**config.mk**
```make
export PLATFORM = sky130hd
export DESIGN_NAME = cpu_bus_ctrl
export DESIGN_NICKNAME = d
export VERILOG_FILES = /design/src/rtl/cpu_bus_ctrl.sv
export SDC_FILE = /design/constraint.sdc
export NUM_CORES = 1
export LEC_CHECK = 0
export CORE_MARGIN = 2
export CORE_UTILIZATION = 41
export CTS_CLUSTER_DIAMETER = 120
export DETAILED_ROUTE_END_ITERATION = 8
export GPL_TIMING_DRIVEN = 0
export PLACE_DENSITY = 0.91
export SYNTH_ARGS = -nofsm -noshare
export SYNTH_HDL_FRONTEND = slang
export SYNTH_SLANG_ARGS = --single-unit
export TNS_END_PERCENT = 30
```
**constraint.sdc**
```tcl
create_clock -name clk -period 3.24 [get_ports clk]
set_clock_uncertainty 0.05 [all_clocks]
set_input_delay 0.648 -clock clk [delete_from_list [all_inputs] [get_ports clk]]
set_output_delay 0.648 -clock clk [all_outputs]
set_load 0.005 [all_outputs]
```
**src/rtl/cpu_bus_ctrl.sv**
```systemverilog
// cpu_bus_ctrl: single-outstanding core-to-memory bus sequencer (IDLE/BUSY/DONE).
// Optional bus timeout when CPU_BUS_TIMEOUT_EN is defined.
module cpu_bus_ctrl (
    input  logic        clk,
    input  logic        rst,
    input  logic        req,
    input  logic        we,
    input  logic [15:0] addr,
    input  logic [7:0]  wdata,
    output logic        mem_req,
    output logic        mem_we,
    output logic [15:0] mem_addr,
    output logic [7:0]  mem_wdata,
    input  logic        mem_ack,
    input  logic [7:0]  mem_rdata,
    output logic [7:0]  rdata,
    output logic        done,
    output logic        stall,
    output logic        err
);
    localparam logic [1:0] IDLE = 2'd0;
    localparam logic [1:0] BUSY = 2'd1;
    localparam logic [1:0] DONE = 2'd2;

    logic [1:0] state;
    logic       accept;
    logic       timeout;

    assign accept  = (state == IDLE) && req;
    assign mem_req = (state == BUSY);
    assign done    = (state == DONE);
    assign stall   = (state == BUSY) || accept;

`ifdef CPU_BUS_TIMEOUT_EN
    logic [3:0] cnt;
    // ack in the same cycle as the last count wins over the timeout
    assign timeout = (state == BUSY) && !mem_ack && (cnt == 4'hF);
    always_ff @(posedge clk or posedge rst) begin
        if (rst) begin
            cnt <= 4'h0;
            err <= 1'b0;
        end else begin
            cnt <= accept ? 4'h0 : (state == BUSY && !mem_ack) ? cnt + 4'h1 : cnt;
            err <= accept ? 1'b0 : timeout ? 1'b1 : err;
        end
    end
`else
    assign timeout = 1'b0;
    assign err     = 1'b0;
`endif

    always_ff @(posedge clk or posedge rst) begin
        if (rst) begin
            state     <= IDLE;
            mem_we    <= 1'b0;
            mem_addr  <= 16'h0000;
            mem_wdata <= 8'h00;
            rdata     <= 8'h00;
        end else begin
            case (state)
                IDLE: if (req) begin
                    mem_addr  <= addr;
                    mem_we    <= we;
                    mem_wdata <= wdata;
                    state     <= BUSY;
                end
                BUSY: if (mem_ack) begin
                    state <= DONE;
                    if (!mem_we) rdata <= mem_rdata;
                end else if (timeout) begin
                    state <= DONE;
                    if (!mem_we) rdata <= 8'hFF;
                end
                default: state <= IDLE;
            endcase
        end
    end
endmodule

```
* Word level (Yosys, flattened, before mapping) *
Index checks and enable logic that the tools add are counted.

operators by class
  bitwise logic cells = 1
  multiplexer cells = 3
  equality and inequality tests = 4
  reductions and logical operators = 6

operator list
  kind                                                    number
  two-way mux 2 bit                                       2
  one-hot mux 2 bit (2 select lines)                      1
  AND reduction 2 bit                                     2
  AND reduction 3 bit                                     1
  equality test 2 x 1 -> 1 bit (second input constant)    1
  equality test 2 bit (second input constant)             1
  logical NOT 2 bit                                       1
  inequality test 2 x 1 -> 1 bit (second input constant)  1
  inequality test 2 bit (second input constant)           1
  logical AND 1 bit                                       1
  logical OR 1 bit                                        1
  inverter 1 bit                                          1

word-level totals
  input bits = 37
  logic and storage cells = 19
  bits in registers = 35

* Depth between registers and ports, before layout *
Gate-level depths: netlist of run 1.

  word-level depth = 3
  gate-level depth with buffers = 3
  mapped depth without buffers = 2

* Worst setup path before layout of run 1 *
Ideal clock, no wire load.

  path type = input -> register
  from = input port req
  to = register mem_addr[0]
  arrival time = 1.474 ns
  required time = 3.065 ns
  stages on the path = 3
  setup time = 0.125 ns
  path buffers = 1
  setup slack = 1.592 ns
  path through = nor3b_4 buf_6 mux2_2

between the ends
  longest elaborated chain between the ends = 1

RTL lines
  element                               line  source
  start: declaration                    6     input logic req,
  AND reduction 2 bit (no source line)  -
  end signal: assignment                62    mem_addr <= addr;
  end: declaration                      12    output logic [15:0] mem_addr,

Every way passes these cells.
A chain may end at the register's enable or synchronous reset.

* Final worst setup path of run 1 *
  from = input port req
  to = output port stall

between the ends
  longest elaborated chain between the ends = 2

RTL lines
  element            line  source
  logical AND 1 bit  29    assign accept = (state == IDLE) && req;
  logical OR 1 bit   32    assign stall = (state == BUSY) || accept;
  end: declaration   18    output logic stall,

Every way passes these cells.

==> flow_summary.yaml, run 1 <==
timing:
  tightest_slew_ps: 704.2
  fmax_ghz: 0.4031
  fin_crit_sh: 0.7656
  hold_violations: 0
  tns_ps: 0
  rsz0062_at_grt: "false"
  setup_viol: 0
  post-route-min-period_ps: 2481
  relSlewSlack: 0.5298
  slew_viol_final: 0
  whs_ps: 444.1
clocking:
  cts_hold_buffers: 0
  cts_sinks: 35
  post_cts_resized: 0
  clock_path_buffers: 2
  cts_buffers: 5
  clock_latency_ps: 330
  cts-root-buf: "clkbuf_4"
  cts_htree_levels: 2
  cts_tree: "built"
  clkTransAtPathRegs_ps: 100
  postCtsSetupBuffers: 0
placed_design:
  dp_hpwl_um: 2328
  dpl_cell_area_mm2: 0.002132
  numPortBuffers: 72
  gp_congestion: 0.6904
worst_setup_path:
  critPathRequiredTime_ps: 2540
  crit_type: "in2out"
  r2r_slack_ps: 1620
  worstPathArrival_ps: 1780
  start_kind: "input pin"
  endpoint_kind: "output pin"
  cp_max_fo: 2
finish:
  diodes: 0
  finalInstanceArea_mm2: 0.002182
  final_nets: 198
  n_fill_cell: 232
  final_core_util: 0.7032
  drive_gt1_frac: 0.2716
  areaGrowthSynthToFinish_pct: 60.89
grt:
  grt_antenna_before_repair: 0
  grt_use_total: 0.1702
  grt_max_degree: 36
  grt_pass1_wl_um: 4416
  grt_pass1_vias: 966
  globalRoute.totalOverflow: 0
yosys:
  yosys-top-cells-area: "dfrtp_1 (65%), mux2_2 (27%), buf_6 (1.7%)"
  yosysTopAreaCell: "dfrtp_1"
  synth.net_count: 119
  synth_top_cell_area_share: 0.6458
  yosys_warnings: 0
  syn_inst: 82
  synth-seq-area-share: 0.6458
  synth_area_mm2: 0.001356
  synth_area_per_cell_um2: 16.54
  synth.distinct_cells: 14
  ys_ff_latch: 35
power:
  ir_worst_vdd_v: 0.0003957
  power_per_cell_area_mw_per_mm2: 849.8
  p_leak_uw: 0.0009003
run_status:
  outcome: "completed"
die:
  start_util: 0.4371
  io_pins: 74
  die_h_um: 61.52
  die-area_mm2: 0.003784
  die_w_um: 61.52
  core-area_mm2: 0.003103
  row_count: 20
routing:
  drc: 0
  drt_pre_antenna_iters: 3
  first_iter_violations: 24
  avgViaCountPerCell: 4.597
  wire_per_inst_um: 14.68
  postRouteWirelength_um: 3024
  routed-via-count: 947
  drtAntennaViolNets: 0
worst_hold_path:
  min_path_type: "reg2reg"
flow_run:
  drv_cap: 0
## registers in the layout, summed over array words and instances, names as in the netlist
register / count
mem_addr: 16
mem_wdata: 8
mem_we: 1
rdata: 8
state: 2
## cell type report
cell class                      instances  area (um^2)  area share
Sequential cell                        35        875.8      0.4014
Buffer                                  4        37.54     0.01720
Inverter                                1        3.754    0.001720
Tap cell                               44        55.05     0.02523
Clock inverter                          1        5.005    0.002294
Clock buffer                            7        45.04     0.02064
Multi-Input combinational cell         42        439.2      0.2013
Timing Repair Buffer                   72        720.7      0.3303
## metrics by stage
step / power, uW / cells / setup WS, ps
final: 1854 / 206 / 759.3
after global routing: 1983 / 206 / 705.6
after CTS: 1883 / 206 / 752.0
after detailed placement: 1656 / 198 / 765.3
after global placement: 1609 / 198 / 771.9
after floorplan: 1093 / 82 / 1592
## synthesized netlist by cell type, drive strengths merged
cell type,instances
a211oi,1
and2,1
and2b,1
buf,4
conb,1
dfrtp,35
inv,1
mux2,33
nor2,2
nor2b,1
nor3b,1
nor4bb,1
## critical path, cell delays in order
cell	delay, ps
clkdlybuf4s50_1	480
nor2_1	60
nor2_1	90
clkdlybuf4s50_1	500
## kinds of logic after synthesis
logic type,Yosys count,synth area share
DFF,35,0.6458
muxes,33,0.2740
and+or+nand+nor,7,0.04152
buffers and inverters,5,0.03044
AOI/OAI and AO/OA,1,0.005537
other,1,0.002765
## placed cells by master, fill, tap and decap left out, drive strengths merged
cell,synthesis,final
a211oi,1,1
and2,1,1
and2b,1,1
buf,4,4
clkbuf,0,7
clkdlybuf4s50,0,72
clkinv,0,1
conb,1,1
dfrtp,35,35
inv,1,1
mux2,33,33
nor2,2,2
nor2b,1,1
nor3b,1,1
nor4bb,1,1
## power breakdown
| group | internal, uW | total, uW | leakage (uW) | switching [uW] |
|---|---|---|---|---|
| Clock | 84.5 | 222 | 0.0000293 | 138 |
| Sequential | 654 | 776 | 0.000412 | 121 |
| Combinational | 622 | 856 | 0.000459 | 235 |
## routing by layer
layer	wire length, um	global-route usage
met5	0	0
met4	52	0.07295
met3	322	0.07353
met2	1422	0.2767
met1	1227	0.1959
## worst paths after layout
kind	startpoint	endpoint	cells after the start
setup / recovery	req	stall	4
hold / removal	mem_addr[5]$_DFFE_PP0P_	mem_addr[5]$_DFFE_PP0P_	1
setup reg to reg	state[0]$_DFFE_PP0P_	mem_addr[7]$_DFFE_PP0P_	3
hold reg to reg	mem_addr[5]$_DFFE_PP0P_	mem_addr[5]$_DFFE_PP0P_	1
max in group asynchronous	rst	rdata[0]$_DFFE_PP0P_	2
min in group asynchronous	rst	mem_addr[4]$_DFFE_PP0P_	2
(Power assumes the default switching activity.)
==> run 2: changes to the inputs <==
--- a/config.mk
+++ b/config.mk
@@ -6,11 +6,11 @@
 export NUM_CORES = 1
 export LEC_CHECK = 0
 export CORE_MARGIN = 2
-export CORE_UTILIZATION = 41
+export CORE_UTILIZATION = 38
 export CTS_CLUSTER_DIAMETER = 120
 export DETAILED_ROUTE_END_ITERATION = 8
 export GPL_TIMING_DRIVEN = 0
-export PLACE_DENSITY = 0.91
+export PLACE_DENSITY = 0.86
 export SYNTH_ARGS = -nofsm -noshare
 export SYNTH_HDL_FRONTEND = slang
 export SYNTH_SLANG_ARGS = --single-unit
==> constraint.sdc (replaced) <==
create_clock -name clk -period 2.5 [get_ports clk]
set_clock_uncertainty 0.05 [all_clocks]
set_input_delay 0.5 -clock clk [delete_from_list [all_inputs] [get_ports clk]]
set_output_delay 0.5 -clock clk [all_outputs]
set_load 0.005 [all_outputs]
==> run 2 against run 1 <==
Sequential power rose by 30%. Wire length decreased by 5.0%. Cell area up 0.12%. Sequential cell count did not move. Critical endpoint unchanged.
==> flow_summary.yaml, run 2 (synthesized netlist as in run 1, its figures left out) <==
run_status:
  outcome: "completed"
timing:
  tightest_slew_ps: 710.5
  fmax_ghz: 0.4610
  final.setup.worst_slack_ps: 331.0
  relSlewSlack: 0.5256
  fin_crit_sh: 0.8676
  hold_violations: 0
  post-route-min-period_ps: 2169
  rsz0062_at_grt: "false"
  slew_viol_final: 0
  setup_viol: 0
  tns_ps: 0
clocking:
  cts_hold_buffers: 0
  post_cts_resized: 0
  cts_htree_levels: 2
  cts_tree: "built"
  cts-root-buf: "clkbuf_4"
  cts_sinks: 35
  clock_latency_ps: 320
  cts_buffers: 5
  clock_path_buffers: 2
  clkTransAtPathRegs_ps: 90
  postCtsSetupBuffers: 0
routing:
  avgViaCountPerCell: 4.582
  drc: 0
  first_iter_violations: 12
  routed-via-count: 953
  drtAntennaViolNets: 0
  postRouteWirelength_um: 2873
  wire_per_inst_um: 13.81
  drt_pre_antenna_iters: 2
worst_setup_path:
  critPathRequiredTime_ps: 1950
  regToRegEndpoint: "mem_wdata[4]$_DFFE_PP0P_"
  start_kind: "input pin"
  cpPeakStageDelay_ps: 500
  r2r_cells: 3
  timing.rr.start: "state[0]$_DFFE_PP0P_"
  crit_start: "req"
  cp_top_family: "buffers and inverters"
  critical_path.slowest_cell: "clkdlybuf4s50_1"
  crit_type: "in2out"
  endpoint_kind: "output pin"
  r2r_slack_ps: 910
  endpoint: "stall"
  critPathBufInv: 2
  critical_path.cell_chain: "clkdlybuf4s50_1, nor2_1, nor2_1, clkdlybuf4s50_1"
  worstPathArrival_ps: 1620
  worst-path-stages: 4
  cp_max_fo: 2
power:
  pwr-share-seq: 0.421
  power_per_cell_area_mw_per_mm2: 1095
  p_switching_uw: 628.7
  p_leak_uw: 0.0009003
  ir_worst_vdd_v: 0.0004958
  p_clk_frac: 0.116
  p_sw_frac: 0.2629
  finalPower_uw: 2391
  p_int_uw: 1763
  pwr-share-comb: 0.463
finish:
  finalInstanceArea_mm2: 0.002185
  largest_register_ffs: 16
  regArea_um2: 875.8
  finalNonFillerCells: 208
  drive_gt1_frac: 0.2716
  final_nets: 198
  multiInputGateArea_um2: 439.2
  final_common_cell: "clkdlybuf4s50_1"
  n_fill_cell: 261
  areaGrowthSynthToFinish_pct: 61.07
  largest_register: "mem_addr"
  reg.largest.list: "mem_addr (16), mem_wdata (8), rdata (8)"
  diodes: 0
  final_cell_mix: "clkdlybuf4s50_1 (72), dfrtp_1 (35), mux2_2 (32)"
grt:
  grt_pass1_vias: 1036
  grt_pass1_wl_um: 4836
  globalRoute.totalOverflow: 0
  grt_max_degree: 36
  grt_use_total: 0.1559
  grt_antenna_before_repair: 0
die:
  die_h_um: 63.74
  io_pins: 74
  die-area_mm2: 0.004063
  die_w_um: 63.74
  row_count: 21
  start_util: 0.4001
  core-area_mm2: 0.003390
placed_design:
  dpl_cell_area_mm2: 0.002135
  numPortBuffers: 72
  dp_cells: 200
  dp_hpwl_um: 2298
  place_ws_ps: 323.5
  gp_congestion: 0.6493
flow_run:
  drv_cap: 0
worst_hold_path:
  min_path_type: "reg2reg"
-- run 2: cell counts in the layout (fill, tap and decap cells not counted) --
No cell type changed its count.
-- run 2: power groups by stage --
stage | clock (uW) | sequential (uW) | combinational [uW]
5_1_grt | 322 | 1050 | 1190
6_report | 278 | 1010 | 1110
3_5_place_dp | 0 | 1030 | 1120
2_1_floorplan | 0 | 1030 | 387
3_3_place_gp | 0 | 1000 | 1100
4_1_cts | 295 | 1010 | 1130
-- run 2: how the worst min path moves through the flow --
stage               depth (start not counted)  slack, ps                startpoint                  endpoint
global placement                            1        420   mem_addr[5]$_DFFE_PP0P_   mem_addr[5]$_DFFE_PP0P_
floorplan                                   1        430   mem_addr[5]$_DFFE_PP0P_   mem_addr[5]$_DFFE_PP0P_
detailed placement                          1        440   mem_addr[5]$_DFFE_PP0P_   mem_addr[5]$_DFFE_PP0P_
global route                                1        480  mem_wdata[1]$_DFFE_PP0P_  mem_wdata[1]$_DFFE_PP0P_
finish                                      1        450   mem_addr[5]$_DFFE_PP0P_   mem_addr[5]$_DFFE_PP0P_
CTS                                         1        460   mem_addr[5]$_DFFE_PP0P_   mem_addr[5]$_DFFE_PP0P_
-- run 2: worst reg2reg max path, delay by kind of cell, from the launching register on --
family                 cells  cell delay (ps)
flip-flops                 1              450
AND/OR/NAND/NOR            1              430
multiplexers               1              350
buffers and inverters      1              220
-- run 2: final cells by class --
| class | count | share of cell area |
|---|---|---|
| clock buffers | 7 | 0.02062 |
| plain buffers | 4 | 0.01718 |
| multi-input cells | 42 | 0.2010 |
| flip-flops and latches | 35 | 0.4009 |
| inverters | 1 | 0.001718 |
| repair buffers | 72 | 0.3299 |
| clock inverters | 1 | 0.002291 |
| well taps | 46 | 0.02635 |
-- run 2: metrics by stage --
stage          hold WS (ps)    util
3_5_place_dp          436.6  0.6298
4_1_cts               458.9  0.6445
2_1_floorplan         432.8       -
6_report              448.9  0.6445
3_3_place_gp          419.2  0.6298
5_1_grt               482.4  0.6445
-- run 2: per-layer routing --
metal | wire length [um] | GRT usage
met5 | 0 | 0
met4 | 28 | 0.04076
met3 | 330 | 0.08099
met2 | 1432 | 0.2737
met1 | 1081 | 0.1637
